## config.mk

```make
export PLATFORM = sky130hd
export DESIGN_NAME = wd279x_force_intr_ctrl
export DESIGN_NICKNAME = d
export VERILOG_FILES = /design/src/rtl/wd279x_pkg.sv /design/src/rtl/wd279x_drive_sync.sv /design/src/rtl/wd279x_force_intr_ctrl.sv
export SDC_FILE = /design/constraint.sdc
export NUM_CORES = 1
export LEC_CHECK = 0
export ABC_AREA = 1
export CORE_UTILIZATION = 62
export DETAILED_ROUTE_END_ITERATION = 7
export DONT_BUFFER_PORTS = 1
export PLACE_DENSITY = 0.79
export REMOVE_ABC_BUFFERS = 1
export SETUP_SLACK_MARGIN = 0.15
export SYNTH_ARGS = -nofsm -noshare
export SYNTH_HDL_FRONTEND = slang
export SYNTH_SLANG_ARGS = --single-unit
```

## constraint.sdc

```tcl
create_clock -name clk -period 1.6 [get_ports clk]
set_input_delay 0.48 -clock clk [delete_from_list [all_inputs] [get_ports clk]]
set_output_delay 0.48 -clock clk [all_outputs]
set_load 0.1 [all_outputs]
```

## src/rtl/wd279x_pkg.sv

```systemverilog
// Shared types and constants for the WD279x Force Interrupt controller.
package wd279x_pkg;

  typedef enum logic [1:0] {
    ST_IDLE       = 2'd0,
    ST_ABORT_WAIT = 2'd1,
    ST_ARMED      = 2'd2
  } fi_state_t;

  localparam logic [3:0] CMD_FORCE_INT = 4'hD;

  localparam int FI_RDY_RISE = 0;
  localparam int FI_RDY_FALL = 1;
  localparam int FI_INDEX    = 2;
  localparam int FI_IMM      = 3;

  localparam int STS_NOT_READY = 7;
  localparam int STS_WPROT     = 6;
  localparam int STS_HLD       = 5;
  localparam int STS_TRK00     = 2;
  localparam int STS_INDEX     = 1;

  typedef struct packed {
    logic readyn;
    logic indexn;
    logic wprotn;
    logic trk00n;
  } drv_sig_t;

  function automatic logic [7:0] type1_status(input drv_sig_t s, input logic hld);
    logic [7:0] st;
    st                = 8'h00;
    st[STS_NOT_READY] = s.readyn;
    st[STS_WPROT]     = ~s.wprotn;
    st[STS_HLD]       = hld;
    st[STS_TRK00]     = ~s.trk00n;
    st[STS_INDEX]     = ~s.indexn;
    return st;
  endfunction

endpackage

```

## src/rtl/wd279x_drive_sync.sv

```systemverilog
// Multi-stage synchroniser for one drive's asynchronous, active-low status lines.
module wd279x_drive_sync
  import wd279x_pkg::*;
#(
  parameter int SYNC_STAGES = 2
) (
  input  logic     clk,
  input  logic     reset,
  input  drv_sig_t raw_in,
  output drv_sig_t sync_out
);

  drv_sig_t sync_q [SYNC_STAGES];
  drv_sig_t sync_d [SYNC_STAGES];

  always_comb begin
    sync_d[0] = raw_in;
    for (int i = 1; i < SYNC_STAGES; i++) begin
      sync_d[i] = sync_q[i-1];
    end
  end

  // Reset to all-ones so every line looks inactive until real samples arrive.
  always_ff @(posedge clk) begin
    for (int i = 0; i < SYNC_STAGES; i++) begin
      if (reset) sync_q[i] <= '1;
      else       sync_q[i] <= sync_d[i];
    end
  end

  assign sync_out = sync_q[SYNC_STAGES-1];

endmodule

```

## src/rtl/wd279x_force_intr_ctrl.sv

```systemverilog
// WD279x Type IV (Force Interrupt) handler: sequencer abort handshake,
// per-drive READY/INDEX edge conditions, INTRQ generation and Type I status.
//
// state         | meaning
// ST_IDLE       | no armed conditions; fi_active may still be held for status
// ST_ABORT_WAIT | abort_req raised, waiting for abort_done or timeout
// ST_ARMED      | watching READY/INDEX edges of the latched drive
module wd279x_force_intr_ctrl
  import wd279x_pkg::*;
#(
  parameter int DRIVES        = 4,
  parameter int SYNC_STAGES   = 2,
  parameter int INDEX_DIV     = 1,
  parameter int ABORT_TIMEOUT = 1024
) (
  input  logic                      clk,
  input  logic                      reset,
  input  logic                      command_start,
  input  logic [7:0]                command,
  input  logic [$clog2(DRIVES)-1:0] drive_sel,
  input  logic                      busy_in,
  output logic                      abort_req,
  input  logic                      abort_done,
  input  logic [DRIVES-1:0]         INDEXn,
  input  logic [DRIVES-1:0]         READYn,
  input  logic [DRIVES-1:0]         WPROTn,
  input  logic [DRIVES-1:0]         TRK00n,
  input  logic                      HLD,
  output logic                      INTRQ,
  input  logic                      INTRQ_ACK,
  output logic                      interrupt,
  output logic                      armed,
  output logic [7:0]                status
);

  localparam int DW = $clog2(DRIVES);
  localparam int TW = $clog2(ABORT_TIMEOUT + 1);
  localparam logic [TW-1:0] TMR_LOAD = TW'(ABORT_TIMEOUT - 1);
  localparam logic [7:0]    IDX_LAST = 8'(INDEX_DIV - 1);

  drv_sig_t sync_s [DRIVES];

  for (genvar g = 0; g < DRIVES; g++) begin : g_sync
    wd279x_drive_sync #(.SYNC_STAGES(SYNC_STAGES)) u_sync (
      .clk     (clk),
      .reset   (reset),
      .raw_in  ({READYn[g], INDEXn[g], WPROTn[g], TRK00n[g]}),
      .sync_out(sync_s[g])
    );
  end

  fi_state_t     state_q, state_d;
  logic [3:0]    cond_q, cond_d;
  logic [DW-1:0] drv_q, drv_d;
  logic          fi_active_q, fi_active_d;
  logic [7:0]    idx_cnt_q, idx_cnt_d;
  logic [TW-1:0] tmr_q, tmr_d;
  logic          abort_req_q, abort_req_d;
  logic          intrq_q, intrq_d;
  logic          interrupt_q, interrupt_d;
  logic          armed_q, armed_d;
  logic          prev_rdy_q, prev_rdy_d;
  logic          prev_idx_q, prev_idx_d;

  drv_sig_t cur_s;
  logic     complete;
  logic [3:0] comp_cond;

  assign cur_s = sync_s[drv_q];

  // Previous samples follow the next-cycle drive, so a newly latched drive
  // starts with history equal to its current level and cannot false-fire.
  assign prev_rdy_d = sync_s[drv_d].readyn;
  assign prev_idx_d = sync_s[drv_d].indexn;

  always_comb begin
    state_d     = state_q;
    cond_d      = cond_q;
    drv_d       = drv_q;
    fi_active_d = fi_active_q;
    idx_cnt_d   = idx_cnt_q;
    tmr_d       = tmr_q;
    abort_req_d = abort_req_q;
    intrq_d     = intrq_q;
    interrupt_d = 1'b0;
    complete    = 1'b0;
    comp_cond   = cond_q;

    if (INTRQ_ACK) intrq_d = 1'b0;

    if (command_start) begin
      intrq_d = 1'b0;
      if (command[7:4] == CMD_FORCE_INT) begin
        cond_d      = command[3:0];
        drv_d       = drive_sel;
        fi_active_d = 1'b1;
        interrupt_d = 1'b1;
        idx_cnt_d   = 8'd0;
        comp_cond   = command[3:0];
        if (busy_in) begin
          abort_req_d = 1'b1;
          tmr_d       = TMR_LOAD;
          state_d     = ST_ABORT_WAIT;
        end else begin
          abort_req_d = 1'b0;
          complete    = 1'b1;
        end
      end else begin
        state_d     = ST_IDLE;
        fi_active_d = 1'b0;
        abort_req_d = 1'b0;
      end
    end else begin
      case (state_q)
        ST_ABORT_WAIT: begin
          if (abort_done || tmr_q == '0) begin
            abort_req_d = 1'b0;
            complete    = 1'b1;
          end else begin
            tmr_d = tmr_q - TW'(1);
          end
        end
        ST_ARMED: begin
          if (cond_q[FI_RDY_RISE] && prev_rdy_q && !cur_s.readyn) intrq_d = 1'b1;
          if (cond_q[FI_RDY_FALL] && !prev_rdy_q && cur_s.readyn) intrq_d = 1'b1;
          if (cond_q[FI_INDEX] && prev_idx_q && !cur_s.indexn) begin
            if (idx_cnt_q == IDX_LAST) begin
              intrq_d   = 1'b1;
              idx_cnt_d = 8'd0;
            end else begin
              idx_cnt_d = idx_cnt_q + 8'd1;
            end
          end
        end
        default: ;
      endcase
    end

    if (complete) begin
      if (comp_cond[FI_IMM]) intrq_d = 1'b1;
      state_d = (comp_cond[2:0] != 3'b000) ? ST_ARMED : ST_IDLE;
    end

    armed_d = (state_d == ST_ARMED);
  end

  always_ff @(posedge clk) begin
    if (reset) begin
      state_q     <= ST_IDLE;
      cond_q      <= 4'h0;
      drv_q       <= '0;
      fi_active_q <= 1'b0;
      idx_cnt_q   <= 8'd0;
      tmr_q       <= '0;
      abort_req_q <= 1'b0;
      intrq_q     <= 1'b0;
      interrupt_q <= 1'b0;
      armed_q     <= 1'b0;
      prev_rdy_q  <= 1'b1;
      prev_idx_q  <= 1'b1;
    end else begin
      state_q     <= state_d;
      cond_q      <= cond_d;
      drv_q       <= drv_d;
      fi_active_q <= fi_active_d;
      idx_cnt_q   <= idx_cnt_d;
      tmr_q       <= tmr_d;
      abort_req_q <= abort_req_d;
      intrq_q     <= intrq_d;
      interrupt_q <= interrupt_d;
      armed_q     <= armed_d;
      prev_rdy_q  <= prev_rdy_d;
      prev_idx_q  <= prev_idx_d;
    end
  end

  assign abort_req = abort_req_q;
  assign INTRQ     = intrq_q;
  assign interrupt = interrupt_q;
  assign armed     = armed_q;
  assign status    = fi_active_q ? type1_status(cur_s, HLD) : 8'h00;

endmodule

```

Word-level counts from Yosys, hierarchy flattened
Memory sizes are Yosys's and may differ from the RTL's. Index checks and enable logic that the tools add are counted.

Flip-flop bits (word level): 34. Memory bits (writable): 32. Bits of input ports: 33. Output and inout bits: 12. Logic and storage cells: 119. Memories: 4.

Add/subtract/negate cells: 2. Magnitude comparators: 2. Equal/unequal tests: 7. Mux-type cells: 57. Bitwise operators: 14. Reductions and logical operators: 21.

Memories: g_sync[0].u_sync.sync_q (words 2, bits a word 4, rd ports 2, clocked after memory_dff 0, write ports 2, RTL line wd279x_drive_sync.sv:13) `drv_sig_t sync_q [SYNC_STAGES];`; g_sync[1].u_sync.sync_q (words 2, bits a word 4, rd ports 2, clocked after memory_dff 0, write ports 2, RTL line wd279x_drive_sync.sv:13); g_sync[2].u_sync.sync_q (words 2, bits a word 4, rd ports 2, clocked after memory_dff 0, write ports 2, RTL line wd279x_drive_sync.sv:13); g_sync[3].u_sync.sync_q (words 2, bits a word 4, rd ports 2, clocked after memory_dff 0, write ports 2, RTL line wd279x_drive_sync.sv:13).

Operators with widths (number): 4-bit two-way mux (14); 11-bit two-way mux (5); 8-bit two-way mux (6); 1-bit two-way mux (23); 4-bit binary-select mux with 2-bit select (2); 2-bit two-way mux (7); 11-bit zero test (1); 11-bit by 1-bit subtractor with 11-bit output (second input constant) (1); 8-bit by 1-bit adder with 8-bit output (second input constant) (1); 8-bit zero test (1); 1-bit bitwise OR (8); 2-bit nonzero test (4); 3-bit >= comparator (second input constant) (2); 1-bit logical AND (6); 2-bit NOT with 3-bit output (2); 2-bit == test (second input constant) (2); 4-bit == test (second input constant) (1); 2-bit by 1-bit != test with 1-bit output (second input constant) (2); 1-bit NOT (4); 4-bit AND reduction (1); 1-bit zero test (3); 3-bit AND reduction (1); 3-bit nonzero test (1); 2-bit by 1-bit == test with 1-bit output (second input constant) (1); other kinds (4) (4).

Depth between registers and ports, before layout
Gate-level depths: netlist of run 1.

Word-level depth: 14. Gate-level depth with buffers: 12. Depth with buffers taken out: 11.

Hierarchy
From an unflattened synthesis of run 1, not the netlist that was laid out.

Cells, all modules: 440. Area total of the unflattened synthesis: 3010.4 um^2.

By module, submodules not included: wd279x_force_intr_ctrl (instances 1, cells each 340, area each 2114.5 um^2, seq. area each 680.7 um^2); wd279x_drive_sync (instances 4, cells each 25, area each 224.0 um^2, seq. area each 160.2 um^2).

Worst setup path after synthesis of run 1
OpenSTA, ideal clock, no wires.

Kind: reg-to-output. From: reg drv_q[0]. To: out status[1]. Data arrival time: 2.119 ns. Data required time: 1.120 ns. Slack: -0.999 ns. Cell stages (with the launch flop): 6. Path buffers: 1. Cell sequence: dfxtp_1 -> buf_4 -> inv_2 -> nand2_1 -> nand3_1 -> a21oi_1.

Longest elaborated chain between the ends: 6.

RTL lines: from (decl) (RTL line wd279x_force_intr_ctrl.sv:54) `logic [DW-1:0] drv_q, drv_d;`; from (signal assigned) (RTL line wd279x_force_intr_ctrl.sv:164) `drv_q <= drv_d;`; 2-bit NOT with 3-bit output (implied by the code) (RTL line wd279x_force_intr_ctrl.sv:69) `assign cur_s = sync_s[drv_q];`; 4-bit binary-select mux with 2-bit select (RTL line wd279x_force_intr_ctrl.sv:69); 4-bit two-way mux (implied by the code) (2 in series) (RTL line wd279x_force_intr_ctrl.sv:69); 1-bit NOT (RTL line wd279x_pkg.sv:37) `st[STS_INDEX] = ~s.indexn;`; 8-bit two-way mux (RTL line wd279x_force_intr_ctrl.sv:181) `assign status = fi_active_q ? type1_status(cur_s, HLD) : 8'h00;`; to (decl) (RTL line wd279x_force_intr_ctrl.sv:33) `output logic [7:0] status`.

Every way passes these cells. The select of a mux whose other input is x is not followed.

Final worst setup path of run 1
From: reg drv_q[0]. To: out status[7].

Longest elaborated chain between the ends: 5.

RTL lines (RTL line): 2-bit NOT with 3-bit output (implied by the code) (wd279x_force_intr_ctrl.sv:69); 4-bit binary-select mux with 2-bit select (wd279x_force_intr_ctrl.sv:69); 4-bit two-way mux (implied by the code) (2 in series) (wd279x_force_intr_ctrl.sv:69); 8-bit two-way mux (wd279x_force_intr_ctrl.sv:181).

Every way passes these cells. The select of a mux whose other input is x is not followed.

==> results of run 1 <==
## power breakdown
part	leakage (nW)	internal [W]	total (W)	switching, W
Combinational	1.09	0.000191	0.000517	0.000326
Clock	0.0945	0.000761	0.00144	0.000684
Sequential	0.544	0.00170	0.00174	0.0000376
## cells by family (layout without fill, tap and decap cells)
family | after synthesis | after routing | synth area share
and+or+nand+nor | 238 | 239 | 0.371
other | 1 | 3 | 0.00126
adders and majority gates | 4 | 4 | 0.0169
DFF | 66 | 66 | 0.445
AOI/OAI and AO/OA | 39 | 39 | 0.0767
buffers and inverters | 61 | 98 | 0.0894
## critical path, cell delays in order (launching register included)
cell and delay [ns]:
sky130_fd_sc_hd__dfxtp_4 0.37, sky130_fd_sc_hd__inv_6 0.09, sky130_fd_sc_hd__nand2_1 0.10, sky130_fd_sc_hd__nand3_2 0.12, sky130_fd_sc_hd__nand2_2 0.09, sky130_fd_sc_hd__nor2_4 0.14, sky130_fd_sc_hd__buf_12 0.18
## worst paths after layout
kind / from / end / slack (ns)
worst min-delay path: reset / idx_cnt_q[1] / 0.19
worst max register to register: tmr_q[0] / tmr_q[6] / -0.07
worst max-delay path: drv_q[0] / status[7] / -0.32
worst min register to register: g_sync[3].u_sync.sync_q[0][3] / g_sync[3].u_sync.sync_q[1][3] / 0.41
## cell usage in the layout (no fill, tap or decap), types with 2 or more instances in the layout
master,n
sky130_fd_sc_hd__a21oi_1,9
sky130_fd_sc_hd__a21oi_2,11
sky130_fd_sc_hd__buf_12,6
sky130_fd_sc_hd__buf_4,19
sky130_fd_sc_hd__buf_6,9
sky130_fd_sc_hd__clkbuf_8,10
sky130_fd_sc_hd__clkinvlp_4,3
sky130_fd_sc_hd__conb_1,3
sky130_fd_sc_hd__dfxtp_1,60
sky130_fd_sc_hd__dfxtp_2,5
sky130_fd_sc_hd__ha_1,3
sky130_fd_sc_hd__inv_1,38
sky130_fd_sc_hd__inv_2,5
sky130_fd_sc_hd__inv_4,2
sky130_fd_sc_hd__nand2_1,71
sky130_fd_sc_hd__nand2_2,21
sky130_fd_sc_hd__nand2_4,5
sky130_fd_sc_hd__nand2_8,2
sky130_fd_sc_hd__nand3_1,37
sky130_fd_sc_hd__nand3_2,8
sky130_fd_sc_hd__nand3_4,2
sky130_fd_sc_hd__nand3b_1,4
sky130_fd_sc_hd__nand4_1,6
sky130_fd_sc_hd__nor2_1,33
sky130_fd_sc_hd__nor2_2,8
sky130_fd_sc_hd__nor3_2,2
sky130_fd_sc_hd__o21ai_0,7
sky130_fd_sc_hd__o21ai_2,3
sky130_fd_sc_hd__o21ai_4,2
sky130_fd_sc_hd__o22ai_2,2
sky130_fd_sc_hd__or2_2,37
## routing by layer
layer	wire length (um)	track usage
met5	0	0
met4	519	0.191
met3	699	0.0741
met2	4450	0.549
met1	3120	0.315
## cell type report
class	count	share of cell area
Multi-Input combinational cell	285	0.442
Tap cell	52	0.0167
Timing Repair inverter	1	0.00161
Timing Repair Buffer	35	0.0973
Clock buffer	10	0.0353
Sequential cell	66	0.342
Clock inverter	6	0.0170
Inverter	46	0.0482
## per-stage QoR
| step | setup WS (ns) | util | TNS, ns | hold WS (ns) | cells |
|---|---|---|---|---|---|
| after floorplan | -1.07 | - | -3.74 | 0.389 | 396 |
| after global routing | -0.359 | 0.871 | -2.26 | 0.183 | 501 |
| final | -0.319 | 0.871 | -1.64 | 0.185 | 501 |
| after detailed placement | -0.0284 | 0.714 | -0.130 | 0.393 | 471 |
| after global placement | -0.0323 | 0.714 | -0.0485 | 0.391 | 471 |
| after CTS | -0.293 | 0.816 | -1.13 | 0.185 | 498 |
## sequential cells by signal (all words and copies together), names as in the netlist
signal / count
prev_rdy_q: 1
INTRQ: 1
interrupt: 1
tmr_q: 11
cond_q: 4
armed: 1
idx_cnt_q: 8
fi_active_q: 1
abort_req: 1
state_q: 2
prev_idx_q: 1
g_sync.u_sync.sync_q: 32
drv_q: 2
## timing repair
action / in CTS / in global routing
cloned: 2 / 0
pin swaps: 24 / 23
gates resized for setup: 59 / 55
setup endpoints to repair: 23 / 33
setup buffers: 9 / 3
==> reports/summary.md, run 1 <==
- 1720 um^2 — Multi-input gate area
- 7.26 um^2 — syn_area_per_cell
- 1.20 — part of the cycle the worst path needs
- 2 — maximum buffer depth of the clock tree
- -0.319 ns — fin worst setup slack
- yes — TritonCTS clock tree
- 0.828 mV — peak supply drop
- 59 — pin count of the biggest net entering global routing
- 9 — number of buffers inserted during clock tree synthesis
- 1 — hold path cells
- finished, violations left — result of the run
- in -> reg — type of the worst min-delay path
- sky130_fd_sc_hd__nand2_1 — count leader, synth
- 3190 um^2 — instance area after placement
- 0 — number of failing hold endpoints at the final stage
- 3900 um^2 — summed area of non-filler cells in the final layout
- 0 — number of warnings reported in the yosys synthesis log
- 0.390 — fraction of final layout cells sized beyond drive strength 1
- 5070 um^2 — area of the die
- 2970 um^2 — netlist area before placement
- 0 — hold-fix buffers at CTS
- 26 — number of library cell types mapped by synthesis
- 8 — length of the first detailed-routing pass in iterations
- 31.3% — synth-to-layout area growth
- 6.10 — detail-routed via count per cell
- 71.2 um — floorplan die width
- 71.2 um — die boundary height
- 1 — Remaining DRCs
- 8.79 mm — Post-Route WL
- 0 — antenna violations before repair
- 0 — number of flops mapped to enable cells by yosys
- 3 — deepest level of the CTS H-tree
- 0 — Async S/R FF share, synth
- 0.445 — part of the Yosys area used for sequential elements
- 0.00999 ns — worst clock skew on the final layout
- 8 — critical path peak fanout
- 0.494 ns — Worst-Margin Slew
- 11.8 mm — global-route wire length before repair
- 0.445 — top-area cell type share of the netlist area
- 317 — number of DRC markers after the initial detailed-route iteration
- design-rule violations, negative setup slack — violations in the final reports
- 481 — number of nets in the final layout
- 0.08 ns — Clock Pin Slew Worst Setup and Hold Paths
- 0.663 — starting density of the core
- 2,748 — via count of the first global-routing pass
- 66 — number of flip-flops and latches in the synthesized netlist
- 0 — count of antenna-violating nets left after detailed routing
- 94 x sky130_fd_sc_hd__nand2_1, 66 x sky130_fd_sc_hd__dfxtp_1, 45 x sky130_fd_sc_hd__nand3_1 — most common library cells after synthesis
- sky130_fd_sc_hd__dfxtp_1 — leading area contributor after synthesis
- 24 — Rows
- 0.35 ns — clock insertion delay at the later pin of the skew report
- 1330 um^2 — Register Area
- 0 — Final Slew Violations
- 0 — count of buffers inserted at the top-level ports
- reg -> out — CP Class
- 4470 um^2 — Core Region
- 14 — Final setup violation count
- 66 — number of sinks on the clock net
- 3,058 — vias post-DR
- 4.29 mm — total half-perimeter wirelength after legalization and detailed placement
- 409 — number of instances in the synthesized netlist
- sky130_fd_sc_hd__dfxtp_1 45%, sky130_fd_sc_hd__nand2_1 12%, sky130_fd_sc_hd__or2_2 7.8%, sky130_fd_sc_hd__nand3_1 7.6%, sky130_fd_sc_hd__inv_1 5.6% — top cells by area in the synthesized netlist
- 0.00370 W — total power consumption of the routed design
- 0.927 — GP Congestion
- 0 — number of diodes
- 17.5 um — wire length per cell
- 0.521 GHz — Max Clock Freq
- 1.72 nW — Static Leak
- 11 — number of cells on the worst reg-to-reg path
- 1.44 ns — Arrival @ worst endpoint
- 949 nW/um^2 — PD cells
- 45 — top-level I/O count
- 0.667 — Rel. slew slack
- 1.12 ns — critical path required time
- 1.92 ns — post-layout min period
- 0 — count of max-cap constraint violations
- primary output — critical path endpoint category
- yes — RSZ-0062 raised after global routing
- register — element type at the critical path start
- 0 — total overflow reported by the global router
- 217 — Layout fillers
- sky130_fd_sc_hd__dfxtp_1 — most frequently used flop master after synthesis
- 0.305 — global routing usage summed across all routing layers
- sky130_fd_sc_hd__clkbuf_8 — clock tree root driver cell
Note: power is estimated with default switching activity, not from simulation.
==> inputs of run 2 (changes only) <==
--- a/config.mk
+++ b/config.mk
@@ -6,12 +6,14 @@
 export NUM_CORES = 1
 export LEC_CHECK = 0
 export ABC_AREA = 1
+export CORE_ASPECT_RATIO = 1.2
 export CORE_UTILIZATION = 62
 export DETAILED_ROUTE_END_ITERATION = 7
 export DONT_BUFFER_PORTS = 1
 export PLACE_DENSITY = 0.79
 export REMOVE_ABC_BUFFERS = 1
 export SETUP_SLACK_MARGIN = 0.15
+export SKIP_CTS_REPAIR_TIMING = 1
 export SYNTH_ARGS = -nofsm -noshare
 export SYNTH_HDL_FRONTEND = slang
 export SYNTH_SLANG_ARGS = --single-unit
==> run 2 against run 1 <==
Clock skew hardly changed. Maximum frequency is 0.59% higher. Die area hardly changed. Hold slack better by 0.033 ns. The flow finishes with violations (negative setup slack). Worst setup slack better by 0.011 ns. Critical endpoint is now status[1]. Global-route usage is 3.2 points lower. Sequential power hardly changed. Routed wire length is 21% lower. Sequential share of layout area is 1.4 points higher.
==> reports/summary.md, run 2 (same netlist as run 1, synthesis figures left out) <==
- finished, violations left — result of the run
- negative setup slack — violations in the final reports
- 5070 um^2 — area of the die, about the same
- 0 — count of buffers inserted at the top-level ports, unchanged
- in -> reg — type of the worst min-delay path
- 0 — Final Slew Violations, unchanged
- 0.646 — starting density of the core, -0.0173
- 27 — Rows, +13%
- 4.29 mm — total half-perimeter wirelength after legalization and detailed placement, about the same
- 0.269 — met1 Resource Use GR, -0.0460
- 0 — count of max-cap constraint violations, unchanged
- 0 ns — setup slack on the worst flop-to-flop path, +0.07 ns
- 0.348 — fraction of final layout cells sized beyond drive strength 1, -0.0419
- sky130_fd_sc_hd__nand2_1 — most common library cell in the layout ignoring fill and taps
- 9 — number of buffers inserted during clock tree synthesis, unchanged
- 0.00979 ns — worst clock skew on the final layout, -0.000192 ns
- 4590 um^2 — Core Region, +2.7%
- 0.218 ns — hold_ws, +0.0332 ns
- -0.308 ns — fin worst setup slack, +0.0113 ns
- 949 nW/um^2 — PD cells, about the same
- yes — TritonCTS clock tree
- tmr_q[1] — worst reg2reg startpoint
- 0.273 — global routing usage summed across all routing layers, -0.0316
- 32 — max reg flops, unchanged
- 0 — Remaining DRCs, -1
- reset — startpoint of the lowest-slack hold path
- reg -> out — CP Class
- 1.66 nW — Static Leak, -3.8%
- 3 — deepest level of the CTS H-tree, unchanged
- g_sync.u_sync.sync_q — Largest Register
- 1.43 ns — Arrival @ worst endpoint, about the same
- 45 — top-level I/O count, unchanged
- 0.936 mV — peak supply drop, +13%
- 66 — number of sinks on the clock net, unchanged
- 0.524 GHz — Max Clock Freq, +0.59%
- 6.95 mm — Post-Route WL, -21%
- 12 — number of cells on the worst reg-to-reg path, +1
- 7 — critical path peak fanout, -1
- 65.2 um — floorplan die width, -8.5%
- 0.501 — met2 track demand over resource, -0.0482
- 0.0838 — met3 layer usage reported by global route, +0.00975
- 77.8 um — die boundary height, +9.3%
- 59 — pin count of the biggest net entering global routing, unchanged
- 73 x sky130_fd_sc_hd__nand2_1, 61 x sky130_fd_sc_hd__dfxtp_1, 39 x sky130_fd_sc_hd__inv_1, 39 x sky130_fd_sc_hd__nand3_1, 37 x sky130_fd_sc_hd__or2_2 — commonest cells after routing, fill and taps aside
- 1.19 — part of the cycle the worst path needs, -0.00707
- yes — RSZ-0062 raised after global routing
- register — element type at the critical path start
- tmr_q[0] — end of the worst register-to-register path
- 164 — number of DRC markers after the initial detailed-route iteration, -48%
- 5.45 — detail-routed via count per cell, -11%
- 1.12 ns — critical path required time, about the same
- 10.5 mm — global-route wire length before repair, -11%
- 0.902 — GP Congestion, -2.8%
- 471 — number of nets in the final layout, -2.1%
- tmr_q[5] — terminating pin of the worst hold path
- 0.35 ns — clock insertion delay at the later pin of the skew report, about the same
- 2,699 — vias post-DR, -12%
- 0.07 ns — Clock Pin Slew Worst Setup and Hold Paths, about the same
- 0 — number of diodes, unchanged
- 1 — hold path cells, unchanged
- 0 — total overflow reported by the global router, unchanged
- 4 — length of the first detailed-routing pass in iterations, -4
- 3750 um^2 — summed area of non-filler cells in the final layout, -3.8%
- 1.91 ns — post-layout min period, -0.0113 ns
- 0 — count of antenna-violating nets left after detailed routing, unchanged
- 2,563 — via count of the first global-routing pass, -6.7%
- 14.0 um — wire length per cell, -20%
- 3190 um^2 — instance area after placement, -0.23%
- 4 — Final setup violation count, -10
- met2 — highest-utilization routing layer at the global route stage
- 26.3% — synth-to-layout area growth
- sky130_fd_sc_hd__clkbuf_8 — clock tree root driver cell
- 2 — maximum buffer depth of the clock tree, unchanged
- 0 — antenna violations before repair, unchanged
- primary output — critical path endpoint category
- 0 — number of failing hold endpoints at the final stage, unchanged
- g_sync.u_sync.sync_q x32, tmr_q x11, idx_cnt_q x8 — largest registers in the final layout
-- run 2: cell count changes in the layout (fill, tap and decap cells not counted), moves of 3 or more --
cell	change
sky130_fd_sc_hd__buf_4	-7
sky130_fd_sc_hd__nor2_4	+4
sky130_fd_sc_hd__nand2_2	-3
sky130_fd_sc_hd__nand2_4	+3
sky130_fd_sc_hd__nand3_2	-3
sky130_fd_sc_hd__nor2_2	-3
-- run 2: power by group --
| part | switching, W | internal, W |
|---|---|---|
| Sequential | 0.0000349 | 0.00170 |
| Combinational | 0.000281 | 0.000170 |
| Clock | 0.000583 | 0.000788 |
-- run 2: cell type report --
class | instances | area (um^2)
clock buffer | 12 | 155
clock inverter | 2 | 37.5
fill | 287 | 847
inverter | 46 | 185
multi-input combinational | 285 | 1670
sequential | 66 | 1330
tap | 58 | 72.6
timing repair buffer | 25 | 284
timing repair inverter | 1 | 8.76
-- run 2: metrics by stage --
step	setup WS [ns]	std cells	setup TNS [ns]	power [W]	util
3_3_place_gp	0.00986	475	0	0.00213	0.694
6_report	-0.308	495	-1.10	0.00356	0.816
2_1_floorplan	-1.07	396	-3.74	0.00205	-
4_1_cts	-0.428	489	-1.62	0.00350	0.736
3_5_place_dp	-0.0246	475	-0.0463	0.00214	0.694
5_1_grt	-0.353	495	-1.58	0.00369	0.816
-- run 2: worst max path at each step --
| stage | startpoint | to | slack (ns) | depth (start not counted) |
|---|---|---|---|---|
| final | drv_q[0] | status[1] | -0.31 | 5 |
| after detailed placement | drv_q[0] | status[2] | -0.02 | 5 |
| after global placement | drv_q[0] | status[1] | 0.01 | 5 |
| after CTS | drv_q[0] | status[2] | -0.43 | 5 |
| after global routing | drv_q[0] | status[1] | -0.35 | 5 |
| after floorplan | drv_q[0] | status[1] | -1.07 | 4 |
-- run 2: per-layer routing --
metal	up-vias	wire, um
li1	1337	-
met1	1231	2540
met2	106	3810
met3	25	383
met4	0	215
met5	-	0
-- run 2: critical path, stage by stage, from the launching register on --
cell and delay, ns:
sky130_fd_sc_hd__dfxtp_4 0.38, sky130_fd_sc_hd__buf_4 0.17, sky130_fd_sc_hd__nand2_4 0.07, sky130_fd_sc_hd__nand3_4 0.07, sky130_fd_sc_hd__a21oi_4 0.19, sky130_fd_sc_hd__buf_12 0.19
